$ cat src/rtl/beatmap_sequencer.sv
// Real-time beatmap player: 60 Hz frame divider, song-frame position, ROM fetch and note issue.
// Optional BEATMAP_LOOP_EN restarts the map at its end instead of entering DONE.
module beatmap_sequencer #(
  parameter int TICK_DIV = 833333,
  parameter int CNT_W    = 20,
  parameter int ADDR_W   = 8,
  parameter int TIME_W   = 12
) (
  input  logic              clk,
  input  logic              reset,
  input  logic              start,
  input  logic              pause,
  input  logic              abort,
  output logic [ADDR_W-1:0] rom_addr,
  input  logic [TIME_W+3:0] rom_data,
  output logic              note_valid,
  output logic [3:0]        note_lanes,
  input  logic              note_ready,
  output logic              frame_tick,
  output logic [TIME_W-1:0] song_frame,
  output logic              busy,
  output logic              done
);

  // state    | meaning
  // IDLE     | stopped, waiting for start
  // FETCH    | rom_addr presented to the ROM
  // WAIT_ROM | ROM word valid, latch stamp and lanes
  // COUNT    | wait for song_frame >= stamp
  // ISSUE    | offer note, wait for note_ready
  // DONE     | end of song reached
  typedef enum logic [2:0] {
    S_IDLE, S_FETCH, S_WAIT_ROM, S_COUNT, S_ISSUE, S_DONE
  } state_t;

  localparam logic [CNT_W-1:0] DIV_LAST = CNT_W'(TICK_DIV - 1);

  state_t            state, state_nxt;
  logic [CNT_W-1:0]  div_cnt;
  logic [TIME_W-1:0] stamp;
  logic [3:0]        lanes;
  logic              start_ok, handshake, last_addr, end_marker, song_end;
  logic              div_en, div_wrap;

  assign start_ok   = start && !abort && (state == S_IDLE || state == S_DONE);
  assign handshake  = (state == S_ISSUE) && note_ready && !abort;
  assign last_addr  = &rom_addr;
  assign end_marker = (state == S_WAIT_ROM) && (rom_data[3:0] == 4'd0) && !abort;
  assign song_end   = end_marker || (handshake && last_addr);
  assign div_en     = busy && !pause;
  assign div_wrap   = div_en && (div_cnt == DIV_LAST);
  assign note_lanes = lanes;

  always_ff @(posedge clk or posedge reset) begin
    if (reset) state <= S_IDLE;
    else       state <= state_nxt;
  end

  always_comb begin
    state_nxt = state;
    if (abort) begin
      state_nxt = S_IDLE;
    end else begin
      case (state)
        S_IDLE, S_DONE: if (start) state_nxt = S_FETCH;
        S_FETCH:        state_nxt = S_WAIT_ROM;
        S_WAIT_ROM: begin
          if (rom_data[3:0] == 4'd0) begin
`ifdef BEATMAP_LOOP_EN
            state_nxt = S_FETCH;
`else
            state_nxt = S_DONE;
`endif
          end else begin
            state_nxt = S_COUNT;
          end
        end
        S_COUNT:        if (song_frame >= stamp) state_nxt = S_ISSUE;
        S_ISSUE: begin
          if (note_ready) begin
`ifdef BEATMAP_LOOP_EN
            state_nxt = S_FETCH;
`else
            state_nxt = last_addr ? S_DONE : S_FETCH;
`endif
          end
        end
        default:        state_nxt = S_IDLE;
      endcase
    end
  end

  always_comb begin
    busy       = (state != S_IDLE) && (state != S_DONE);
    done       = (state == S_DONE);
    note_valid = (state == S_ISSUE);
  end

  // Divider keeps running through ISSUE stalls so late issues never shift later notes.
  always_ff @(posedge clk or posedge reset) begin
    if (reset) begin
      div_cnt    <= '0;
      frame_tick <= 1'b0;
      song_frame <= '0;
      rom_addr   <= '0;
      stamp      <= '0;
      lanes      <= '0;
    end else begin
      if (start_ok) begin
        div_cnt    <= '0;
        frame_tick <= 1'b0;
        song_frame <= '0;
        rom_addr   <= '0;
      end else begin
        frame_tick <= div_wrap;
        if (div_en) div_cnt <= div_wrap ? '0 : div_cnt + CNT_W'(1);
`ifdef BEATMAP_LOOP_EN
        if (song_end) begin
          song_frame <= '0;
          rom_addr   <= '0;
        end else begin
          if (div_wrap && song_frame != '1) song_frame <= song_frame + TIME_W'(1);
          if (handshake) rom_addr <= rom_addr + ADDR_W'(1);
        end
`else
        if (div_wrap && song_frame != '1) song_frame <= song_frame + TIME_W'(1);
        if (handshake && !song_end) rom_addr <= rom_addr + ADDR_W'(1);
`endif
      end
      if (state == S_WAIT_ROM) begin
        stamp <= rom_data[TIME_W+3:4];
        lanes <= rom_data[3:0];
      end
    end
  end

endmodule

$ cat config.mk
export PLATFORM = sky130hd
export DESIGN_NAME = beatmap_sequencer
export DESIGN_NICKNAME = d
export VERILOG_FILES = /design/src/rtl/beatmap_sequencer.sv
export SDC_FILE = /design/constraint.sdc
export NUM_CORES = 1
export LEC_CHECK = 0
export CAP_MARGIN = 20
export CORE_MARGIN = 1
export CORE_UTILIZATION = 55
export DETAILED_ROUTE_END_ITERATION = 10
export PLACE_DENSITY = 0.81
export SLEW_MARGIN = 10
export SYNTH_ARGS = -nofsm -noshare
export SYNTH_HDL_FRONTEND = slang
export SYNTH_SLANG_ARGS = --single-unit
$ cat constraint.sdc
create_clock -name clk -period 2.25 [get_ports clk]
set_input_delay 0.45 -clock clk [delete_from_list [all_inputs] [get_ports clk]]
set_output_delay 0.45 -clock clk [all_outputs]
set_load 0.02 [all_outputs]
==> summary by stage, run 1 <==
Status
The flow ran to the end, and the final reports show no timing, DRC or antenna violations.

Min path
The worst hold path class is primary input to asynchronous set/reset pin.

STA
The maximum clock skew at final layout is 0.01244 ns. The routed design could run at a clock period as short as 2.189 ns. The total negative setup slack is 0 ns. For the pin with the worst max-slew slack, the measured transition is 0.6121 ns. The final cycle utilization of the critical path is 0.9728. The worst setup slack after layout is 0.06110 ns. The number of pins exceeding their max-slew limit in the final report is 0. The setup violation total in the final timing report is 0. Hold is met by 0.4597 ns.

The worst pin sits at a relative slew slack of 0.5904. The count of final hold-check violations is 0. Derived from the worst setup path, the maximum achievable clock frequency is 456.9 MHz.

Setup repair after global routing left no endpoint under its margin.

Layout
The net count reported at finish is 466. The utilization after layout is 0.7242. The non-filler instance count after layout is 508. The layout-stage area growth over the synthesis result is 26.73%. The cell area after layout is 4313 um^2. The repair_antennas step left the layout with diodes totalling 0. The share of layout cells above drive strength 1 is 0.1270. The filler cells instantiated in the layout total 428.

Clock network
The clock buffer count from CTS is 9. At the later pin of the worst-skew pair, clock insertion delay measures 0.35 ns. Clock-pin slew was measured on the worst setup and hold paths at 0.08 ns. The maximum buffer depth of the clock tree is 2. The number of clock sinks is 60. The number of buffers added for setup after CTS is 0.

The CTS tree is built. The root buffer cell chosen for the clock tree is clkbuf_8. The H-tree depth reported by CTS is 3.

Worst setup path
The critical path in this run is classified as flip-flop to primary output. The endpoint of the most critical register-to-register path is song_frame[4]. The number of cells traversed by the worst register-to-register path is 7. Traced cell by cell, the critical path runs through inv_2 -> and3_1 -> clkdlybuf4s50_1. The slowest cell on the critical path is clkdlybuf4s50_1. The slack of the worst reg-to-reg path is 0.11 ns. The data arrival time at the worst-slack endpoint is 1.74 ns. STA classifies the critical path startpoint as a flip-flop. At the worst endpoint, the required time is 1.80 ns. The start of the worst register-to-register path is div_cnt[0].

The worst setup path is captured at a primary output. The largest fanout of any net on the critical path is 9. For this run, the slowest stage of the critical path takes 0.62 ns.

Logic synthesis
The count of flip-flops with a built-in enable after synthesis is 0. The mapped netlist covers 3403 um^2. The share of async-settable or async-resettable flops after synthesis is 1.000. The most common flop cell mapped by yosys is dfrtp_1. The average size of a mapped cell is 9.401 um^2. The total nets after synthesis is 400. By instance count, the leading cell after synthesis is dfrtp_1. The share of synthesized area in the top cell type comes to 0.4412.

By area the synthesized netlist is led by dfrtp_1 44%, ha_1 5.9%, nand2_1 4.6%, xnor2_1 3.1%, nor2_1 3.0%. Counting distinct cell types in the post-synthesis netlist gives 54. In this run, synthesis produced a sequential element count of 60. The share of the Yosys chip area taken by registers is 0.4412. The biggest area contributor in the post-synthesis netlist is dfrtp_1. The number of warnings issued by yosys is 0. By count the netlist is led by 60 x dfrtp_1, 42 x nand2_1, 27 x nor2_1, 20 x o21ai_0, 19 x inv_1. The number of instances in the synthesized netlist is 362.

Flow run
The number of max-capacitance violations reported is 0.

Placed design
The HPWL reported at the end of detailed placement is 5.700 mm. The count of input and output buffers is 49. The global placement routability congestion is 0.9045. At the placement stage, the worst setup path has a slack of 0.01363 ns. In this run the cell area measured after placement is 4079 um^2. Once placement completed, the tool counted placed cells totaling 492.

Route
The total routed wirelength is 8.393 mm. The first detailed-routing pass ran for 5 iterations. The routed via count is 3,111. The violation count after the first detailed-route iteration is 188.

The routed wirelength normalized by instance count is 16.52 um. The count of nets left with antenna violations once routing finished came out at 0. The post-detailed-route DRC marker count is 0.

After detailed routing, the number of vias per cell comes to 6.124.

Floorplan
During I/O placement, the number of pins put on the boundary was 50. The die covers 6506 um^2. The area inside the core boundary is 5956 um^2. In this run the horizontal extent of the chip is 80.66 um. The row count is 28.

The starting utilization of the core area is 0.5714. The die is 80.66 um tall.

Power and ir drop
Power comes to 3.692 mW. The worst IR drop on VDD is 742.1 uV. The power density over the cells is 856.1 nW/um^2. The reported leakage power is 1.811 nW.

GRT
The number of global-route vias before repair was 2,899. Entering global routing, the biggest net connects 61 pins. The number of antenna violations at the first check in global routing came to 0. The first global-routing pass estimated 13.75 mm of wire.

The aggregate global-route resource usage is 0.2829. Global routing finished with a remaining overflow of 0.
==> sequential cells by signal, indices dropped and copies added (netlist names) <==
| name | flops |
|---|---|
| song_frame | 12 |
| state | 3 |
| stamp | 12 |
| frame_tick | 1 |
| rom_addr | 8 |
| div_cnt | 20 |
| note_lanes | 4 |
==> power by group <==
group          total (mW)  internal (mW)  switching [mW]
clock                1.03          0.571           0.464
sequential           1.43           1.28           0.145
combinational        1.23          0.510           0.721
==> worst max-delay path by stage <==
| stage | startpoint | cells after the start | end | slack [ns] |
|---|---|---|---|---|
| 2_1_floorplan | song_frame[0] | 6 | song_frame[11] | 0.20 |
| 3_3_place_gp | pause | 5 | song_frame[8] | 0.11 |
| 3_5_place_dp | div_cnt[0] | 7 | song_frame[4] | 0.01 |
| 4_1_cts | div_cnt[0] | 7 | song_frame[4] | 0.01 |
| 5_1_grt | state[1] | 3 | done | 0.009 |
| 6_report | state[1] | 3 | done | 0.06 |
==> per-layer routing <==
layer  share of wire  global-route usage
met2            0.47              0.4475
met3           0.069             0.05455
met5               0                   0
met4           0.023              0.1339
met1            0.44              0.3707
==> final cells by class <==
| type | count | area (um^2) | share of cell area |
|---|---|---|---|
| tap | 75 | 93.84 | 0.02176 |
| timing repair buffer | 70 | 661.9 | 0.1535 |
| clock inverter | 5 | 60.06 | 0.01393 |
| multi-input combinational | 267 | 1767 | 0.4096 |
| inverter | 20 | 75.07 | 0.01741 |
| clock buffer | 11 | 151.4 | 0.03510 |
| sequential | 60 | 1504 | 0.3487 |
==> worst max-delay path, delay by kind of cell (launching register included) <==
family | cells | cell delay, ns
DFF | 1 | 0.41
and+or+nand+nor | 1 | 0.19
buffers and inverters | 2 | 0.79
==> cell families after synthesis <==
kind of cell    after synthesis  share of synthesized area
simple gates                147                     0.2335
compound gates               80                     0.1526
flops                        60                     0.4412
buf+inv                      35                    0.04522
xor+xnor                     16                    0.04338
fa+ha+maj                    16                    0.05882
mux                           8                    0.02537
==> timing repair <==
action                                 4_1_cts  5_1_grt
pin swaps                                    0        1
endpoints found under the hold margin        0        0
setup endpoints to repair                    2       10
gates resized for setup                      4        2
hold buffers                                 0        0
==> cells in the final DEF (no fill, tap or decap), drive strengths merged, types with 2 or more instances in the layout <==
| cell | instances |
|---|---|
| a211oi | 2 |
| a21o | 2 |
| a21oi | 19 |
| a22o | 2 |
| a31oi | 11 |
| a41oi | 5 |
| and3 | 4 |
| and4 | 6 |
| buf | 21 |
| clkbuf | 11 |
| clkdlybuf4s50 | 47 |
| clkinvlp | 4 |
| dfrtp | 60 |
| ha | 16 |
| inv | 20 |
| mux2 | 5 |
| mux2i | 3 |
| nand2 | 42 |
| nand2b | 3 |
| nand3 | 15 |
| nand4 | 13 |
| nor2 | 27 |
| nor3 | 9 |
| nor3b | 2 |
| nor4 | 7 |
| nor4b | 4 |
| o2111ai | 2 |
| o21ai | 21 |
| o311ai | 2 |
| o31ai | 8 |
| or2 | 2 |
| or4 | 7 |
| xnor2 | 13 |
| xor2 | 3 |
Power figures use the tool's default switching activity.
==> run 2, diff against run 1 <==
- RECOVER_POWER: not set -> 25
- SKIP_LAST_GASP: not set -> 1
==> run 2 against run 1 <==
Compared with the run above:
- clock skew about the same
- die area unchanged
- critical path depth unchanged
- total power about the same
- register-to-register slack about the same
- fmax down 0.12%
- non-clock buffer count unchanged
- hold slack better by 0.048 ns
- clock-buffer cell count unchanged
==> summary by stage, run 2 (synthesis gave the netlist of run 1 again) <==
Status
The flow ran to the end, and the final reports show no timing, DRC or antenna violations.

GRT
The global-route wire length before repair is 13.75 mm (unchanged). The global-route congestion overflow total is 0 (unchanged). The number of antenna violations at the first check in global routing came to 0 (unchanged).

The aggregate global-route resource usage is 0.2829 (unchanged). The number of global-route vias before repair is 2,899 (unchanged). The pin count of the biggest net entering global routing is 61 (unchanged).

Route
The post-detailed-route DRC marker count is 0 (unchanged). The routed via count was 3,113 (+0.064%). The number of routed nets with antenna violations is 0 (unchanged). The routed wirelength normalized by instance count is 16.56 um (+0.23%). The post-detailed-route via-to-cell ratio is 6.128 (about the same). The total routed wirelength was 8.412 mm (+0.23%). The violation count after the first detailed-route iteration is 183 (-2.7%).

The number of optimization iterations in the first detailed-route pass is 5 (unchanged).

STA
Setup repair after global routing could not meet its margin everywhere. The setup violation total in the final timing report is 0 (unchanged). The final cycle utilization of the critical path is 0.9740 (+0.001156). The maximum clock skew at final layout is 0.01236 ns (-0.00007400 ns). The clock period minus worst slack is 2.191 ns (+0.002601 ns).

The number of pins exceeding their max-slew limit in the final report is 0 (unchanged). The peak clock frequency supported by timing is 456.3 MHz (-0.12%). The slew at the pin with the worst max-slew slack is 0.6140 ns (+0.001952 ns).

The relative slew slack was 0.5891 (-0.001306). The count of final hold-check violations is 0 (unchanged). The worst hold slack is 0.5080 ns (+0.04829 ns).

Placed design
The HPWL reported at the end of detailed placement came to 5.700 mm (unchanged). The cell count after placement is 492 (unchanged). The count of input and output buffers is 49 (unchanged). The global placement routability congestion is 0.9045 (unchanged).

Worst setup path
The endpoint required time on the critical path is 1.80 ns (about the same). The slack of the worst reg-to-reg path is 0.10 ns (about the same). The start of the worst register-to-register path is div_cnt[0]. The buffers plus inverters on the worst setup path came to 2 (unchanged). The largest fanout of any net on the critical path is 9 (unchanged). The startpoint kind of the worst setup timing path is a flip-flop. Broken down by cell family, the worst path's largest delay share belongs to buffers and inverters.

The slowest cell on the critical path is clkdlybuf4s50_1. The maximum single-stage delay on the critical path is 0.62 ns (about the same). The data arrival time at the worst-slack endpoint came to 1.74 ns (about the same). The endpoint of the most critical register-to-register path is song_frame[3]. The critical path depth in cells is 3 (unchanged). The startpoint-to-endpoint class of the critical path is flip-flop to primary output. The number of cells traversed by the worst register-to-register path was 7 (unchanged). Walking the worst path, the cells encountered are inv_2 -> and3_1 -> clkdlybuf4s50_1. STA classifies the critical path endpoint as a primary output.

Power and ir drop
The worst IR drop on VDD is 743.0 uV (+0.12%). The final total power is 3.693 mW (about the same). The power density over the cells is 856.4 nW/um^2 (about the same). The reported leakage power came to 1.812 nW (about the same).

Layout
The flip-flop count of the largest register after layout is 20 (unchanged). The most common cell after layout, fill and taps aside is dfrtp_1. The utilization after layout was 0.7242 (unchanged). The net count reported at finish is 466 (unchanged).

The top cell types in the final layout, fill and taps aside, are 58 x dfrtp_1, 46 x clkdlybuf4s50_1, 42 x nand2_1. The non-filler instance count after layout is 508 (unchanged). The layout-stage area growth over the synthesis result is 26.73% (unchanged). The largest registers in the layout are div_cnt x20, song_frame x12, stamp x12. The count of antenna diodes in the layout is 0 (unchanged).

The share of layout cells above drive strength 1 is 0.1247 (-0.002309). Counting flops per register, the top entry is div_cnt.

Floorplan
The floorplan die height came to 80.66 um (unchanged). The starting utilization of the core area is 0.5714 (unchanged). The die outline area came to 6506 um^2 (unchanged). The area inside the core boundary was 5956 um^2 (unchanged). The row count is 28 (unchanged). The I/O pin total is 50 (unchanged).

The die width is 80.66 um (unchanged).

Clock network
The number of clock sinks was 60 (unchanged). The H-tree depth reported by CTS is 3 (unchanged). The CTS tree is built. The tree is rooted in a clkbuf_8. The clock buffer count from CTS is 9 (unchanged). The clock latency on the worst-skew pair is 0.36 ns (about the same). The clock input transition at the sequential cells of the worst setup and hold paths is 0.08 ns (about the same).

The maximum buffer depth of the clock tree is 2 (unchanged). The total of hold buffers inserted after clock tree synthesis is 0 (unchanged).

Flow run
The number of max-capacitance violations reported is 0 (unchanged).

Min path
The origin of the worst min-delay path is note_lanes[3]. In this run the worst hold path is classified as flip-flop to flip-flop. Along the worst hold path, the cell count comes to 1. The worst hold path terminates at note_lanes[3].
## run 2: changes by cell type in the layout (fill, tap and decap cells not counted), sizes merged
| cell | before | now |
|---|---|---|
| clkdlybuf4s50 | 47 | 46 |
| dlygate4sd3 | 0 | 1 |
## run 2: per-layer routing
layer / vias up / part of all wire / track usage
met5: - / 0 / 0
met4: 0 / 0.024 / 0.1339
met3: 20 / 0.065 / 0.05455
met2: 132 / 0.47 / 0.4475
met1: 1488 / 0.44 / 0.3707
li1: 1473 / - / -
## run 2: how the worst max path moves through the flow
| stage | startpoint | end |
|---|---|---|
| floorplan | song_frame[0] | song_frame[11] |
| global placement | pause | song_frame[8] |
| detailed placement | div_cnt[0] | song_frame[4] |
| CTS | state[0] | busy |
| global route | div_cnt[0] | song_frame[4] |
| finish | state[1] | done |
## run 2: metrics by stage
step | setup slack [ns] | TNS, ns | cell area (um^2)
after detailed placement | 0.01363 | 0 | 4079
after global placement | 0.1053 | 0 | 4079
final | 0.05850 | 0 | 4313
after CTS | -0.01662 | -0.01662 | 4302
after floorplan | 0.1974 | 0 | 3403
after global routing | -0.004217 | -0.004217 | 4313
## run 2: report_power, final
group          switching, mW  total, mW  internal [mW]  leakage, nW
clock network          0.465       1.04          0.571       0.0938
registers              0.145       1.43           1.28        0.800
logic                  0.721       1.23          0.511        0.918
total                   1.33       3.69           2.36         1.81
## run 2: final cells by class
class / instances / area, um^2
repair buffers: 70 / 661.9
clock inverters: 5 / 60.06
inverters: 20 / 75.07
flip-flops and latches: 60 / 1504
clock buffers: 11 / 151.4
multi-input cells: 267 / 1767
fillers: 428 / 1643
well taps: 75 / 93.84
## run 2: what timing repair did
item	4_1_cts	5_1_grt
endpoints found under the setup margin	2	11
resized for setup	3	3
cloned	0	0
setup buffers	0	0
pin swaps	0	0
